$ cat src/rtl/ft_pkg.sv
// ft_pkg: shared types and debug-space addresses for the fault-tolerance recovery path
package ft_pkg;
  typedef enum logic [2:0] {IDLE, HALT, WR_GPR, WR_NPC, RESUME, WAIT_RUN} ft_rec_state_e;
  localparam logic [14:0] DBG_GPR_BASE = 15'h400;
  localparam logic [14:0] DBG_NPC_ADDR = 15'h2000;
endpackage

$ cat src/rtl/ft_dual_grant.sv
// ft_dual_grant: per-core debug req/gnt handshake tracker for two lockstep cores
// Ports: clk_i/rst_ni clock and async active-low reset; start_i raises both requests
// and clears the done flags; clear_i drops everything; dbg_gnt_i per-core grants;
// dbg_req_o per-core requests; all_done_o both cores granted (including this cycle).
module ft_dual_grant (
  input  logic       clk_i,
  input  logic       rst_ni,
  input  logic       start_i,
  input  logic       clear_i,
  input  logic [1:0] dbg_gnt_i,
  output logic [1:0] dbg_req_o,
  output logic       all_done_o
);
  logic [1:0] req_q, req_d, done_q, done_d;
  always_comb begin
    req_d  = start_i ? 2'b11 : clear_i ? 2'b00 : req_q & ~dbg_gnt_i;
    done_d = (start_i | clear_i) ? 2'b00 : done_q | (req_q & dbg_gnt_i);
  end
  // A grant seen this cycle already counts, so the FSM can advance without a bubble.
  assign all_done_o = &(done_q | (req_q & dbg_gnt_i));
  assign dbg_req_o  = req_q;
  always_ff @(posedge clk_i or negedge rst_ni) begin
    if (!rst_ni) begin
      req_q  <= 2'b00;
      done_q <= 2'b00;
    end else begin
      req_q  <= req_d;
      done_q <= done_d;
    end
  end
endmodule

$ cat src/rtl/ft_recovery_seq.sv
// ft_recovery_seq: halts both lockstep cores, restores one GPR and the NPC over debug, resumes
// Ports: clk_i/rst_ni clock and async active-low reset; rec_* recovery request handshake
// and payload; dbg_halt_o/dbg_resume_o/dbg_halted_i core run control; dbg_req_o/dbg_gnt_i
// per-core debug handshake with shared dbg_we_o/dbg_addr_o/dbg_wdata_o; busy_o not idle;
// err_o sticky halt/run timeout; rec_count_o saturating count of completed recoveries.
module ft_recovery_seq import ft_pkg::*; #(
  parameter int HALT_TIMEOUT = 64,
  parameter int CNT_W        = 16
) (
  input  logic             clk_i,
  input  logic             rst_ni,
  input  logic             rec_valid_i,
  output logic             rec_ready_o,
  input  logic [4:0]       rec_addr_i,
  input  logic [31:0]      rec_data_i,
  input  logic [31:0]      rec_pc_i,
  output logic             dbg_halt_o,
  output logic             dbg_resume_o,
  input  logic [1:0]       dbg_halted_i,
  output logic [1:0]       dbg_req_o,
  input  logic [1:0]       dbg_gnt_i,
  output logic             dbg_we_o,
  output logic [14:0]      dbg_addr_o,
  output logic [31:0]      dbg_wdata_o,
  output logic             busy_o,
  output logic             err_o,
  output logic [CNT_W-1:0] rec_count_o
);
  localparam int TW = $clog2(HALT_TIMEOUT + 1);
  ft_rec_state_e state_q, state_d;
  logic [TW-1:0] tmo_q, tmo_d;
  logic [CNT_W-1:0] cnt_q, cnt_d;
  logic [4:0] addr_q;
  logic [31:0] data_q, pc_q;
  logic err_q, err_d, accept, tmo_hit, all_done, start, clear;
  assign accept  = rec_valid_i & (state_q == IDLE);
  assign tmo_hit = tmo_q == TW'(HALT_TIMEOUT - 1);
  // Halt/run checks come before the timeout so a same-cycle halt wins.
  always_comb begin
    state_d = state_q;
    err_d   = err_q;
    case (state_q)
      IDLE:     state_d = accept ? HALT : IDLE;
      HALT:
        if (dbg_halted_i == 2'b11) state_d = (addr_q == 5'd0) ? WR_NPC : WR_GPR;
        else if (tmo_hit) begin
          state_d = IDLE;
          err_d   = 1'b1;
        end
      WR_GPR:   state_d = all_done ? WR_NPC : WR_GPR;
      WR_NPC:   state_d = all_done ? RESUME : WR_NPC;
      RESUME:   state_d = WAIT_RUN;
      WAIT_RUN:
        if (dbg_halted_i == 2'b00) state_d = IDLE;
        else if (tmo_hit) begin
          state_d = IDLE;
          err_d   = 1'b1;
        end
      default:  state_d = IDLE;
    endcase
  end
  assign tmo_d = (state_d != state_q) ? '0 : tmo_q + TW'(1);
  assign cnt_d = (state_q == RESUME && !(&cnt_q)) ? cnt_q + CNT_W'(1) : cnt_q;
  assign start = (state_d != state_q) && (state_d inside {WR_GPR, WR_NPC});
  assign clear = !(state_d inside {WR_GPR, WR_NPC});
  ft_dual_grant u_grant (
    .clk_i     (clk_i),
    .rst_ni    (rst_ni),
    .start_i   (start),
    .clear_i   (clear),
    .dbg_gnt_i (dbg_gnt_i),
    .dbg_req_o (dbg_req_o),
    .all_done_o(all_done)
  );
  assign rec_ready_o  = state_q == IDLE;
  assign busy_o       = state_q != IDLE;
  assign dbg_halt_o   = state_q == HALT;
  assign dbg_resume_o = state_q == RESUME;
  assign dbg_we_o     = state_q inside {WR_GPR, WR_NPC};
  assign dbg_addr_o   = (state_q == WR_GPR) ? DBG_GPR_BASE + {8'd0, addr_q, 2'b00} :
                        (state_q == WR_NPC) ? DBG_NPC_ADDR : '0;
  assign dbg_wdata_o  = (state_q == WR_GPR) ? data_q : (state_q == WR_NPC) ? pc_q : '0;
  assign err_o        = err_q;
  assign rec_count_o  = cnt_q;
  always_ff @(posedge clk_i or negedge rst_ni) begin
    if (!rst_ni) begin
      state_q <= IDLE;
      tmo_q   <= '0;
      cnt_q   <= '0;
      err_q   <= 1'b0;
      addr_q  <= '0;
      data_q  <= '0;
      pc_q    <= '0;
    end else begin
      state_q <= state_d;
      tmo_q   <= tmo_d;
      cnt_q   <= cnt_d;
      err_q   <= err_d;
      if (accept) begin
        addr_q <= rec_addr_i;
        data_q <= rec_data_i;
        pc_q   <= rec_pc_i;
      end
    end
  end
endmodule
$ cat config.mk
export PLATFORM = sky130hd
export DESIGN_NAME = ft_recovery_seq
export DESIGN_NICKNAME = d
export VERILOG_FILES = /design/src/rtl/ft_pkg.sv /design/src/rtl/ft_dual_grant.sv /design/src/rtl/ft_recovery_seq.sv
export SDC_FILE = /design/constraint.sdc
export NUM_CORES = 1
export LEC_CHECK = 0
export BUFFER_PORTS_ARGS = -buffer_cell sky130_fd_sc_hd__buf_2
export CAP_MARGIN = 10
export CORE_UTILIZATION = 35
export DETAILED_ROUTE_END_ITERATION = 6
export PLACE_DENSITY = 0.57
export SYNTH_ARGS = -nofsm -noshare
export SYNTH_HDL_FRONTEND = slang
export SYNTH_SLANG_ARGS = --single-unit
export TNS_END_PERCENT = 10
$ cat constraint.sdc
create_clock -name clk_i -period 4.8 [get_ports clk_i]
set_input_delay 0.72 -clock clk_i [delete_from_list [all_inputs] [get_ports clk_i]]
set_output_delay 0.72 -clock clk_i [all_outputs]
set_load 0.005 [all_outputs]
==> results of run 1 <==
==> synth_stat cells, drive strengths merged (2+ instances only) <==
cell type	number
dfrtp	100
mux2	70
nor2	46
mux2i	33
buf	25
nand2	15
xnor2	15
and2	9
nand3	9
inv	7
nor3	5
o21ai	5
and3	4
xor2	4
a21oi	3
nand4	3
nor2b	3
a21o	2
a22oi	2
a31oi	2
ha	2
nand2b	2
o211ai	2
o21a	2
==> power by group <==
part	switching (mW)	internal [mW]	leakage [nW]
sequential	0.251	1.19	1.23
combinational	0.626	0.740	1.44
clock	0.296	0.419	0.141
==> area by class of cell <==
class	count	area [um2]
Sequential cell	100	2504
Multi-Input combinational cell	254	1987
Fill cell	1241	7039
Timing Repair Buffer	140	708.2
Antenna cell	2	5.005
Tap cell	172	215.2
Clock inverter	2	35.03
Inverter	7	26.28
Clock buffer	14	254.0
==> final timing paths <==
kind,from,cells past startpoint,to,slack [ns]
min in group asynchronous,rst_ni,1,data_q[15],0.50
max,state_q[2],7,dbg_addr_o[5],1.91
min,tmo_q[0],1,tmo_q[0],0.47
max in group asynchronous,rst_ni,2,addr_q[4],3.33
max reg2reg,state_q[0],5,u_grant.dbg_req_o[1],2.13
min reg2reg,tmo_q[0],1,tmo_q[0],0.47
==> stage by stage <==
step	worst slack [ns]	utilization	power, mW
finish	1.911	0.4489	3.525
global route	1.711	0.4487	3.801
CTS	1.863	0.4485	3.586
detailed placement	2.081	0.4259	2.855
global placement	2.201	0.4259	2.815
floorplan	2.835	-	2.357
==> layer usage <==
layer,GRT usage,vias up
met5,0,-
li1,-,1555
met3,0.07673,12
met1,0.1964,1620
met4,0.04219,4
met2,0.2710,104
==> worst max-delay path, cell delays in order, from the launching register on <==
cell,delay (ns)
dfrtp_1,0.51
inv_2,0.09
nand2_2,0.57
inv_2,0.09
nand2b_1,0.13
inv_1,0.13
and2_1,0.19
buf_2,0.12
==> flip-flops by register name (all words and copies together), names as in the netlist <==
name,count
addr_q,5
data_q,32
err_o,1
pc_q,32
rec_count_o,16
state_q,3
tmo_q,7
u_grant.dbg_req_o,2
u_grant.done_q,2
==> cell families (layout without fill, tap and decap cells) <==
group | after synthesis | in the layout | synth area share
buffers and inverters | 33 | 163 | 0.03675
AND/OR/NAND/NOR | 100 | 100 | 0.1032
XOR/XNOR | 19 | 19 | 0.03594
other | 1 | 10 | 0.0008098
AO/OA/AOI/OAI | 22 | 22 | 0.03593
multiplexers | 103 | 103 | 0.2416
flip-flops | 100 | 100 | 0.5404
adder cells (fa/ha/maj) | 2 | 2 | 0.005403
==> key figures, run 1 <==
Die
  • Starting Density: 0.3625
  • # rows: 41
  • Die Width: 117.0 um
  • Die Y: around 120 um
  • Core ar.: 12770 um2
  • Top Ports: 147
  • Die area: between 10000 and 15000 um2

Detailed routing
  • Mean number of vias per cell: 4.768
  • Drt wl/cell: 15.07 um
  • Via Count: ~3300
  • Top Metal Used: met5
  • Post-route ant nets: 0
  • M1 WL: 4413 um
  • Met3 routed WL: about 990 um
  • Met2 wire len: 4892 um
  • Pre-antenna DRT Iters: 4
  • WL final: 10410 um
  • DR iter-0 viols: 80
  • DRC viols: 0

STA
  • Slew margin rel.: 0.3754
  • Final hold viol count: 0
  • Minimum clock period: 2.889 ns
  • WHS: 0.4669 ns
  • Max Clock Freq: around 350 MHz
  • Max Slew Vio Count: 0
  • Worst Tran Pin Value: 0.9369 ns
  • Setup Skew: 0.007466 ns
  • Unrepaired setup endpoints after global routing: false
  • Period utilization: 0.6018
  • Final setup TNS: 0 ns
  • Final Setup Violations: 0

Yosys
  • Yosys warns: 0
  • Syn Area/Cell: 12.19 um2
  • Number of synthesized flops with an enable pin: 0
  • Ys async rst share: 1.000
  • Area contributors post-synth: dfrtp_1, mux2_2, mux2i_1
  • Area of the mapped netlist: 4631 um2
  • Area share of the largest cell type after synthesis: 0.5404
  • Post-Syn Instances: 380
  • Sequential share of the synthesized area: 0.5404
  • Synth Flop Type: dfrtp_1
  • Flops & latches, synth: 100
  • Count of different cell masters after synthesis: 42
  • Largest area contributor in the netlist: dfrtp_1

Finish
  • Area grow syn2layout: 23.83%
  • Commonest non-fill, non-tap cell in the layout: buf_2
  • Fin nets: 590
  • Layout Cells excl Fill: 691
  • Commonest non-fill, non-tap cells in the layout: buf_2, dfrtp_1, mux2_2
  • Layout cells sized above 1: 0.4507
  • Post-route cell area: roughly 5700 um2

Global routing
  • Antenna violations before repair: 5
  • Pin count of the biggest net entering global routing: 72
  • Vias in the first global route: 3441
  • GRT Total Usage: 0.1652
  • First-pass GRT wire length: about 17000 um
  • Grt ovf: 0

CTS
  • Sink Count: 100
  • # H-tree levels: 3
  • Post-CTS sizing: 0
  • Postcts setup bufs: 0
  • CTS tree: built
  • Clk buf depth: 2
  • Num CTS Buffers: 9
  • Clock transition at path regs: 0.07 ns
  • Worst skew pair latency: 0.34 ns
  • Clk root buf: clkbuf_16
  • Hold buffers post-CTS: 0

Power
  • Leak Pwr: between 2 and 3 nW
  • PwrDens: 614.7 nW/um2
  • Worst vdd ir: 0.2821 mV

Worst setup path
  • Critical path endpoint category: output pin
  • Crit path DAT: 2.17 ns
  • CP Class: flop to output pin
  • Startpoint types: flop
  • Critical Path RT: 4.08 ns
  • Critical Path Fanout Max: 35

Placement
  • Dpl cells: 673
  • Final GP Congestion: between 0.8 and 0.9
  • DP HPWL: 7462 um
  • IO buf count: approximately 140
  • DP Area: between 5000 and 6000 um2

Worst hold path
  • Hold Path Class: flop to flop

Run
  • Max-Cap Viols: 0

Outcome
  • Status: finished clean
Note: power is estimated with default switching activity, not from simulation.
==> inputs of run 2 (changes only) <==
--- a/config.mk
+++ b/config.mk
@@ -9,7 +9,7 @@
 export CAP_MARGIN = 10
 export CORE_UTILIZATION = 35
 export DETAILED_ROUTE_END_ITERATION = 6
-export PLACE_DENSITY = 0.57
+export PLACE_DENSITY = 0.6
 export SYNTH_ARGS = -nofsm -noshare
 export SYNTH_HDL_FRONTEND = slang
 export SYNTH_SLANG_ARGS = --single-unit
==> constraint.sdc (replaced) <==
create_clock -name clk_i -period 2.55 [get_ports clk_i]
set_input_delay 0.3825 -clock clk_i [delete_from_list [all_inputs] [get_ports clk_i]]
set_output_delay 0.3825 -clock clk_i [all_outputs]
set_load 0.005 [all_outputs]
==> key figures, run 2 (synthesized netlist as in run 1, its figures left out) <==
Outcome
  • Status: finished clean

Die
  • # rows: 41
  • Die area: 13690 um2
  • Core ar.: around 13000 um2
  • Die Width: roughly 120 um
  • Top Ports: 147
  • Die Y: between 100 and 150 um
  • Starting Density: 0.3625

Finish
  • Fin nets: 596
  • Area grow syn2layout: 26.16%
  • Layout Cells excl Fill: just under 700
  • Commonest non-fill, non-tap cell in the layout: buf_2
  • Layout cells sized above 1: 0.4627
  • Fin util: 0.4573
  • Commonest non-fill, non-tap cells in the layout: buf_2, dfrtp_1, mux2_2

CTS
  • Hold buffers post-CTS: 0
  • Worst skew pair latency: between 0.3 and 0.4 ns
  • Num CTS Buffers: 9
  • # H-tree levels: 3
  • Clk root buf: clkbuf_16
  • Clock transition at path regs: roughly 0.070 ns
  • Postcts setup bufs: 0
  • Clk buf depth: 2
  • Post-CTS sizing: 0
  • CTS tree: built
  • Sink Count: 100

Detailed routing
  • DR iter-0 viols: 87
  • Mean number of vias per cell: 4.701
  • DRC viols: 0
  • Drt wl/cell: 14.44 um
  • Via Count: 3272
  • Pre-antenna DRT Iters: 4
  • Post-route ant nets: 0
  • WL final: between 10000 and 15000 um

Global routing
  • Antenna violations before repair: 0
  • First-pass GRT wire length: 16170 um
  • Pin count of the biggest net entering global routing: 51
  • Vias in the first global route: between 3000 and 4000
  • GRT Total Usage: 0.1564
  • Grt ovf: 0

STA
  • Final setup TNS: 0 ns
  • Worst Tran Pin Value: 0.6397 ns
  • Slew margin rel.: 0.5735
  • Max Clock Freq: 470.8 MHz
  • Unrepaired setup endpoints after global routing: false
  • Max Slew Vio Count: 0
  • Setup Skew: 0.006909 ns
  • Minimum clock period: roughly 2.1 ns
  • Final hold viol count: 0
  • Period utilization: 0.8330
  • Final Setup Violations: 0

Worst setup path
  • Critical path endpoint category: flop
  • Startpoint types: flop
  • Critical Path RT: 2.79 ns
  • Crit path DAT: 2.36 ns
  • Critical Path Fanout Max: 9
  • CP Class: flop to flop

Run
  • Max-Cap Viols: 0

Power
  • Worst vdd ir: 0.4678 mV
  • PnR Total Power: 6.794 mW
  • Leak Pwr: 2.868 nW
  • PwrDens: 1163 nW/um2

Placement
  • DP HPWL: 7317 um
  • IO buf count: 138
  • Dpl cells: 679
  • Final GP Congestion: 0.7908

Worst hold path
  • Hold Path Class: input port to asynchronous set/reset pin
-- run 2: cell count changes in the layout (fill, tap and decap cells not counted), sizes merged --
| cell | delta |
|---|---|
| buf | +6 |
| bufinv | +1 |
| clkbuf | -4 |
| clkinv | +2 |
| diode | -1 |
| inv | +1 |
-- run 2: final cells by class --
type / instances / area (um2)
Inverter: 7 / 26.28
Clock buffer: 10 / 229.0
Fill cell: 1226 / 6932
Clock inverter: 6 / 87.58
Multi-Input combinational cell: 254 / 1987
Antenna cell: 1 / 2.502
Timing Repair Buffer: 146 / 790.8
Tap cell: 172 / 215.2
Sequential cell: 100 / 2504
-- run 2: final timing paths --
| path | startpoint | end | slack, ns | cells past startpoint |
|---|---|---|---|---|
| setup / recovery | tmo_q[0] | u_grant.dbg_req_o[1] | 0.43 | 7 |
| hold / removal | rst_ni | pc_q[11] | 0.05 | 1 |
| setup reg to reg | tmo_q[0] | u_grant.dbg_req_o[1] | 0.43 | 7 |
| hold reg to reg | tmo_q[0] | tmo_q[0] | 0.46 | 1 |
| max in group asynchronous | rst_ni | pc_q[29] | 1.83 | 2 |
| min in group clk_i | rec_addr_i[4] | addr_q[4] | 0.27 | 2 |
-- run 2: worst max-delay path, cell delays in order, from the launching register on --
cell	delay (ns)
dfrtp_1	0.40
ha_1	0.24
nand3_2	0.14
nor4b_2	0.07
a2111oi_1	0.55
o311a_1	0.31
o21ai_4	0.11
o21a_1	0.20
-- run 2: through the flow --
| stage | area (um2) | hold slack, ns | setup slack, ns |
|---|---|---|---|
| after floorplan | 4657 | 0.08691 | 0.5930 |
| after global placement | 5523 | 0.4419 | 0.5080 |
| after detailed placement | 5523 | 0.4530 | 0.4423 |
| after CTS | 5839 | 0.07762 | 0.4203 |
| after global routing | 5839 | 0.1067 | 0.3168 |
| final | 5842 | 0.05469 | 0.4259 |
-- run 2: layer usage --
metal | vias to the layer above | GRT usage | routed length [um]
li1 | 1564 | - | -
met1 | 1595 | 0.1914 | 4256
met2 | 103 | 0.2469 | 4720
met3 | 10 | 0.07158 | 964
met4 | 0 | 0.04810 | 108
met5 | - | 0 | 0
-- run 2: power by group --
part | leakage (nW) | internal [mW] | switching (mW)
clock | 0.157 | 0.862 | 0.588
combinational | 1.48 | 1.46 | 1.27
sequential | 1.23 | 2.25 | 0.372
==> inputs of run 3 (changes only) <==
==> constraint.sdc (replaced) <==
create_clock -name clk_i -period 1.7 [get_ports clk_i]
set_input_delay 0.255 -clock clk_i [delete_from_list [all_inputs] [get_ports clk_i]]
set_output_delay 0.255 -clock clk_i [all_outputs]
set_load 0.005 [all_outputs]
==> key figures, run 3 (synthesized netlist as in run 1, its figures left out) <==
Outcome
  • Status: finished with violations
  • Violated checks: setup timing

CTS
  • Clk root buf: clkbuf_16
  • Sink Count: 100
  • Worst skew pair latency: 0.35 ns
  • CTS tree: built
  • Clock transition at path regs: about 0.070 ns
  • # H-tree levels: 3
  • Clk buf depth: 2
  • Num CTS Buffers: 9

STA
  • Setup Skew: ~0.0084 ns
  • Final worst slack: -0.2009 ns
  • Period utilization: 1.118
  • Final hold viol count: 0
  • Unrepaired setup endpoints after global routing: true
  • Max Slew Vio Count: 0
  • Max Clock Freq: 526.1 MHz
  • Final Setup Violations: 28
  • Minimum clock period: between 1.5 and 2 ns

Power
  • Worst vdd ir: 0.8734 mV
  • PwrDens: 1722 nW/um2
  • Leak Pwr: 3.155 nW
  • PnR Total Power: ~11 mW

Placement
  • DP HPWL: around 7600 um
  • Final GP Congestion: 0.7821
  • Dpl cells: 715
  • IO buf count: 138
  • Place WS: -0.1874 ns

Detailed routing
  • Via Count: between 3000 and 4000
  • Post-route ant nets: 0
  • Mean number of vias per cell: 4.678
  • DR iter-0 viols: around 140
  • Pre-antenna DRT Iters: 4
  • Drt wl/cell: 14.50 um
  • WL final: 10770 um
  • DRC viols: 0

Finish
  • Layout cells sized above 1: 0.5404
  • Area grow syn2layout: 38.31%
  • Fin nets: around 640
  • Fillers: ~1200
  • Layout Cells excl Fill: 743
  • Commonest non-fill, non-tap cell in the layout: buf_2
  • Commonest non-fill, non-tap cells in the layout: buf_2, dfrtp_1, mux2_2

Worst setup path
  • Startpoint types: flop
  • Critical Path Fanout Max: 5
  • Critical path endpoint category: flop
  • Crit path DAT: approximately 2.2 ns
  • Critical Path RT: between 1.5 and 2 ns
  • CP Class: flop to flop

Global routing
  • Antenna violations before repair: 2
  • First-pass GRT wire length: 17110 um
  • Pin count of the biggest net entering global routing: 48
  • GRT Total Usage: 0.1666
  • Grt ovf: 0
  • Vias in the first global route: approximately 3500

Die
  • Die area: around 14000 um2
  • Core ar.: 12770 um2
  • Top Ports: 147
  • Die Y: 117.0 um
  • Starting Density: 0.3625
  • Die Width: approximately 120 um
  • # rows: 41

Run
  • Max-Cap Viols: 0

Worst hold path
  • Hold Path Class: input port to flop
==> run 3: changes by cell type in the layout (fill, tap and decap cells not counted), moves of 3 or more <==
cell     before  now
buf_4         6   43
buf_6         0    5
and2_1        8    5
and2_4        1    4
nand3_1       8    5
==> run 3: power by group <==
group          switching (mW)  internal, mW  leakage (nW)
Sequential              0.552          3.37          1.23
Combinational            2.20          2.78          1.77
Clock                   0.920          1.19         0.153
Total                    3.68          7.35          3.15
==> run 3: metrics by stage <==
step                      hold slack [ns]  cell area, um2  utilization  setup TNS (ns)
after floorplan                  -0.04059            4687            -         -0.5045
after global placement             0.1668            5823       0.4559          -1.060
after detailed placement           0.1693            5823       0.4559          -1.589
after CTS                          0.1103            6292       0.4926          -2.355
after global routing               0.1154            6402       0.5012          -7.544
final                              0.1265            6405       0.5014          -2.364
==> run 3: final cells by class <==
| type | instances | area, um2 | share of cell area |
|---|---|---|---|
| multi-input combinational | 255 | 2132 | 0.3329 |
| clock inverter | 6 | 70.07 | 0.01094 |
| inverter | 7 | 28.78 | 0.004493 |
| antenna | 1 | 2.502 | 0.0003907 |
| sequential | 100 | 2505 | 0.3911 |
| tap | 172 | 215.2 | 0.03360 |
| clock buffer | 10 | 239.0 | 0.03731 |
| timing repair buffer | 192 | 1212 | 0.1893 |
==> run 3: worst max-delay path: stages, from the launching register on <==
cell and delay [ns]:
dfrtp_1 0.39, ha_4 0.16, nand3_4 0.09, or3_4 0.35, o211ai_1 0.22, o211ai_1 0.22, o21ai_4 0.27, o21a_1 0.14
==> run 3: repair_timing <==
action / 4_1_cts / 5_1_grt
pin swaps: 10 / 11
resized for setup: 21 / 19
endpoints found under the hold margin: 20 / 0
setup buffers: 4 / 4
endpoints found under the setup margin: 50 / 130
gates cloned: 2 / 0
hold buffers: 1 / 0
==> run 3: final timing paths <==
| kind | start | endpoint | slack, ns | cells past startpoint |
|---|---|---|---|---|
| worst max-delay path | tmo_q[0] | u_grant.dbg_req_o[1] | -0.20 | 7 |
| worst min-delay path | rec_data_i[10] | data_q[10] | 0.13 | 2 |
| worst max register to register | tmo_q[0] | u_grant.dbg_req_o[1] | -0.20 | 7 |
| worst min register to register | err_o | err_o | 0.48 | 1 |
| max in group asynchronous | rst_ni | state_q[2] | 0.80 | 3 |
| min in group asynchronous | rst_ni | pc_q[10] | 0.33 | 2 |
==> run 3: per-layer routing <==
metal,up-vias,track usage,wire length (um)
li1,1663,-,-
met4,2,0.05485,147
met3,15,0.07055,818
met2,113,0.2631,5075
met1,1683,0.2057,4710
met5,-,0,17
